File: src/rtl/iter_divider.sv
// Iterative restoring divider: one quotient bit per clock, signed or unsigned,
// results registered and held between done pulses.
//
// state | meaning
// IDLE  | waiting for start; operands sampled on the accepting edge
// RUN   | N shift-subtract iterations on the magnitudes
// FIN   | sign-correct and register results, pulse done
module iter_divider #(
  parameter int N = 32
) (
  input  logic         clk,
  input  logic         rst,
  input  logic         start,
  input  logic         is_signed,
  input  logic [N-1:0] A,
  input  logic [N-1:0] B,
  output logic         busy,
  output logic         done,
  output logic [N-1:0] quotient,
  output logic [N-1:0] remainder,
  output logic         div_zero
);

  localparam int CW = $clog2(N + 1);
  localparam logic [CW-1:0] LAST = CW'(N - 1);

  typedef enum logic [1:0] {IDLE, RUN, FIN} state_t;

  state_t        state;
  logic [CW-1:0] cnt;
  logic [N-1:0]  rem_r;
  logic [N-1:0]  quo_r;
  logic [N-1:0]  div_r;
  logic          q_neg;
  logic          r_neg;
  logic          dz_r;

  logic [N-1:0]  a_mag;
  logic [N-1:0]  b_mag;
  logic [N:0]    shifted;
  logic [N:0]    diff;
  logic [N-1:0]  q_fix;
  logic [N-1:0]  r_fix;

  always_comb begin
    a_mag = (is_signed && A[N-1]) ? -A : A;
    b_mag = (is_signed && B[N-1]) ? -B : B;
  end

  // Partial remainder is kept below the divisor, so the shifted value fits N+1 bits.
  always_comb begin
    shifted = {rem_r, quo_r[N-1]};
    diff    = shifted - {1'b0, div_r};
  end

  // Divide-by-zero naturally leaves rem_r = |A|; negating it restores A, so only
  // the quotient needs forcing.
  always_comb begin
    q_fix = dz_r ? '1 : (q_neg ? -quo_r : quo_r);
    r_fix = r_neg ? -rem_r : rem_r;
  end

  always_ff @(posedge clk or posedge rst) begin
    if (rst) begin
      state     <= IDLE;
      cnt       <= '0;
      rem_r     <= '0;
      quo_r     <= '0;
      div_r     <= '0;
      q_neg     <= 1'b0;
      r_neg     <= 1'b0;
      dz_r      <= 1'b0;
      busy      <= 1'b0;
      done      <= 1'b0;
      quotient  <= '0;
      remainder <= '0;
      div_zero  <= 1'b0;
    end else begin
      done <= 1'b0;
      case (state)
        IDLE: begin
          if (start) begin
            state <= RUN;
            busy  <= 1'b1;
            cnt   <= '0;
            rem_r <= '0;
            quo_r <= a_mag;
            div_r <= b_mag;
            q_neg <= is_signed & (A[N-1] ^ B[N-1]);
            r_neg <= is_signed & A[N-1];
            dz_r  <= (B == '0);
          end
        end
        RUN: begin
          if (!diff[N]) begin
            rem_r <= diff[N-1:0];
            quo_r <= {quo_r[N-2:0], 1'b1};
          end else begin
            rem_r <= shifted[N-1:0];
            quo_r <= {quo_r[N-2:0], 1'b0};
          end
          cnt <= cnt + 1'b1;
          if (cnt == LAST) state <= FIN;
        end
        FIN: begin
          state     <= IDLE;
          busy      <= 1'b0;
          done      <= 1'b1;
          quotient  <= q_fix;
          remainder <= r_fix;
          div_zero  <= dz_r;
        end
        default: state <= IDLE;
      endcase
    end
  end

endmodule

File: config.mk
export PLATFORM = sky130hd
export DESIGN_NAME = iter_divider
export DESIGN_NICKNAME = d
export VERILOG_FILES = /design/src/rtl/iter_divider.sv
export SDC_FILE = /design/constraint.sdc
export NUM_CORES = 1
export LEC_CHECK = 0
export ABC_AREA = 1
export BUFFER_PORTS_ARGS = -buffer_cell sky130_fd_sc_hd__buf_4
export CAP_MARGIN = 10
export CORE_MARGIN = 1.5
export CORE_UTILIZATION = 55
export DETAILED_ROUTE_END_ITERATION = 10
export GPL_TIMING_DRIVEN = 0
export PLACE_DENSITY = 0.78
export SLEW_MARGIN = 25
export SYNTH_ARGS = -nofsm -noshare
export SYNTH_HDL_FRONTEND = slang
export SYNTH_SLANG_ARGS = --single-unit
File: constraint.sdc
create_clock -name clk -period 4.9 [get_ports clk]
set_clock_uncertainty 0.1 [all_clocks]
set_input_delay 0.49 -clock clk [delete_from_list [all_inputs] [get_ports clk]]
set_output_delay 0.49 -clock clk [all_outputs]
set_load 0.05 [all_outputs]
==> run_results.csv <==
group,metric,value,unit
synth,ys_top_cells_by_area,"sky130_fd_sc_hd__dfrtp_1, sky130_fd_sc_hd__nand2_1, sky130_fd_sc_hd__inv_1",
clock_network,cts_setup_buffers,0,
synth,combinational_family_with_the_most_area_after_synthesis,"simple AND/OR/NAND/NOR gates",
global_routing,globalRouteTotalUtil,33.6,%
sta,rsz_0062_raised_after_global_routing,"false",
global_routing,wire_length_of_the_first_global_routing_pass,64.4,mm
routing,drt_wirelength,40.2,mm
sta,finalSetupTns,0,ns
global_routing,grt_antenna_before_repair,0,
synth,syn_inst,2017,
routing,routed-via-count,13670,
setup_path,worstPathArrival,3.16,ns
global_routing,global_route.overflow_total,0,
floorplanning,num_rows,56,
sta,post-route-min-period,2.93,ns
synth,synthDistinctLibCells,46,
synth,syn-mean-instance-area,6.46,um^2
routing,detailed_router_iteration_count_before_antenna_repair,5,
synth,synth-edff-count,0,
setup_path,criticalPathCategory,"register to register",
synth,synth_seq_area_share,33.4,%
place,place.detailed.instances,2475,
routing,route.detailed.wl_per_inst,16.1,um
synth,post_synthesis_compound_gate_area_fraction,11.0,%
sta,timing.slew.headroom,52.6,%
synth,synth.net_count,2123,
setup_path,required,5.14,ns
sta,timing.fmax,342,MHz
setup_path,critical-path-top-delay-family,"simple AND/OR/NAND/NOR gates",
clock_network,clock_latency_at_the_later_pin_of_the_worst_skew_pair,0.44,ns
global_routing,grt_pass1_vias,12669,
final_layout,area_delta_synth_final,15.8,%
worst_hold_path,min-delay-path-class,"input port to asynchronous set/reset pin",
power,peakVddDrop,348,uV
sta,report.final.slew_viol_count,0,
final_layout,antenna-diode-count,0,
clock_network,clock_tree.buffer_depth,2,
synth,yosys.area_share.xor_xnor,4.04,%
power,p_leak,7.69,nW
final_layout,nets,2281,
clock_network,cts.repair.resized,0,
synth,synthDominantCellAreaShare,33.4,%
setup_path,path_max_fanout,10,
clock_network,cts.root.buffer_cell,"sky130_fd_sc_hd__clkbuf_16",
floorplanning,num_io_pins,135,
sta,post-route-period-util,59.7,%
final_layout,filler_cell_count,2170,
sta,finalSetupViolCount,0,
floorplanning,fp.coreArea,23300,um^2
floorplanning,die_w,157,um
setup_path,path_common_cell,"sky130_fd_sc_hd__nand2_1",
run_status,result_of_the_run,"finished clean",
global_routing,grt_start_max_net_pins,35,
setup_path,max_incr_delay_on_cp,0.43,ns
clock_network,cts_buffers,17,
synth,netlist_area,13000,um^2
clock_network,numClockSinks,174,
sta,worst_slew_pin_slew,0.711,ns
setup_path,startpoint_class_of_the_critical_path,"register",
place,hpwl,32.6,mm
routing,number_of_nets_with_antenna_violations_after_routing,0,
routing,viasPerCell,5.46,
clock_network,clock_slew_at_the_register_clock_pins_of_the_worst_setup_and_hold_paths,0.07,ns
setup_path,cp.buffers_inverters,3,
place,routabilityCongestion,0.948,
setup_path,crit_path_end_kind,"register",
synth,synth-simple-area-share,37.2,%
setup_path,crit_path_top_delay_cell,"sky130_fd_sc_hd__dfrtp_1",
job,drv_cap,0,
place,port_buffers,134,
clock_network,cts-hold-fix-buffers,0,
floorplanning,die_area,24600,um^2
routing,first_iter_violations,1129,
final_layout,finish.cell_count_without_fillers,2505,
synth,yosys_warnings,0,
floorplanning,die-height,157,um
synth,synthMuxAreaShare,0,%
floorplanning,initial_utilization,55.8,%
synth,synth-async-reset-ratio,100,%
clock_network,tritoncts,"done",
sta,hold_viol_final,0,
clock_network,htree_num_levels,4,
final_layout,drive_gt1_share,10.2,%
power,power_density,767,nW/um^2
routing,drc_errors,0,
synth,ys.flop_type,"sky130_fd_sc_hd__dfrtp_1",
setup_path,path_cells,"inv_1 > ha_1 > fa_1 > inv_1 > nand2_1 > nand2_1 > nand3_1 > nand2_2 > nand2_1 > nand2_2 > nand2_2 > nand3_2 > buf_4 > nand3_1 > nand3_1 > nand2_1",
synth,number_of_register_bits_inferred_by_synthesis,174,
synth,synth-adder-area-share,3.71,%
synth,cell_accounting_for_the_most_synthesized_area,"sky130_fd_sc_hd__dfrtp_1",
## state kept, by name, summed over array words and instances (netlist names), 2 cells and up
register   cells
remainder     32
state          2
quo_r         32
quotient      32
div_r         32
cnt            6
rem_r         32
## kinds of logic (layout without fill, tap and decap cells)
family,Yosys count,after routing
AO/OA/AOI/OAI,246,246
XOR/XNOR,60,60
adder cells (fa/ha/maj),38,38
buffers and inverters,361,530
flip-flops,174,174
AND/OR/NAND/NOR,1138,1138
## cells in the mapped netlist, drive strengths merged, types with 6 or more instances
library cell,n
xor2,46
o21bai,8
nand3b,15
o211ai,6
buf,21
a31oi,18
ha,37
o22ai,7
or2,12
nand2,623
inv,303
nand4,28
clkbuf,37
a21oi,47
xnor2,14
nand3,217
a22oi,28
nor2,208
o21ai,116
nor3,27
dfrtp,174
## through the flow
stage               hold slack [ns]  total power, mW  utilization [%]  instance area (um^2)  setup WS, ns
floorplan                     0.349             8.06                -                 13000          2.09
global placement              0.364             9.89             61.8                 14400          1.03
detailed placement            0.368             10.1             62.3                 14500          2.03
CTS                          0.0112             11.4             64.6                 15100          2.01
global route                 0.0369             12.6             64.6                 15100          1.82
finish                      0.00200             11.6             64.6                 15100          1.97
## cells in the final DEF, fill, tap and decap left out, types with 6 or more instances in the layout
master / n
sky130_fd_sc_hd__nand4_1: 28
sky130_fd_sc_hd__buf_4: 136
sky130_fd_sc_hd__nand2_2: 9
sky130_fd_sc_hd__buf_2: 6
sky130_fd_sc_hd__nor3_1: 24
sky130_fd_sc_hd__o211ai_1: 6
sky130_fd_sc_hd__nand3b_1: 15
sky130_fd_sc_hd__inv_2: 7
sky130_fd_sc_hd__xnor2_1: 14
sky130_fd_sc_hd__o21ai_0: 110
sky130_fd_sc_hd__xor2_1: 46
sky130_fd_sc_hd__a22oi_1: 28
sky130_fd_sc_hd__clkbuf_16: 17
sky130_fd_sc_hd__o21bai_1: 8
sky130_fd_sc_hd__nand3_1: 216
sky130_fd_sc_hd__nand2_1: 611
sky130_fd_sc_hd__nor2_1: 201
sky130_fd_sc_hd__dfrtp_1: 174
sky130_fd_sc_hd__o22ai_1: 7
sky130_fd_sc_hd__buf_1: 11
sky130_fd_sc_hd__inv_1: 295
sky130_fd_sc_hd__or2_2: 11
sky130_fd_sc_hd__ha_1: 37
sky130_fd_sc_hd__clkbuf_1: 38
sky130_fd_sc_hd__a31oi_1: 18
sky130_fd_sc_hd__a21oi_1: 46
## where the power goes
| group | internal, mW | switching (mW) |
|---|---|---|
| combinational | 2.51 | 4.87 |
| clock | 0.674 | 0.636 |
| sequential | 2.09 | 0.784 |
## worst paths after layout
path                          startpoint       endpoint  slack [ns]  depth (start not counted)
min                                  rst   quotient[19]       0.002                          2
max                            quo_r[31]       rem_r[2]        1.97                         16
min reg2reg                remainder[13]  remainder[13]        0.38                          2
max reg2reg                    quo_r[31]       rem_r[2]        1.97                         16
min in group clk                    B[5]       div_r[5]        0.24                          3
max in group asynchronous            rst      div_r[17]        3.92                          4
## cell type report
class / count / area (um^2) / share of cell area [%]
clock buffers: 19 / 443 / 2.94
repair buffers: 139 / 1110 / 7.34
flip-flops and latches: 174 / 4350 / 28.9
multi-input cells: 1482 / 7280 / 48.3
well taps: 319 / 399 / 2.65
plain buffers: 58 / 248 / 1.64
inverters: 303 / 1140 / 7.57
clock inverters: 11 / 105 / 0.697
## routing by layer
layer	wire length [um]	global-route usage (%)	share of wire (%)	vias up
met5	0	0	0	-
met2	17200	51.3	43	592
li1	-	-	-	6781
met4	963	10.1	2.4	0
met3	3400	5.54	8.5	78
met1	18600	48.5	46	6219
No activity file was read; power rests on OpenSTA's default activity.
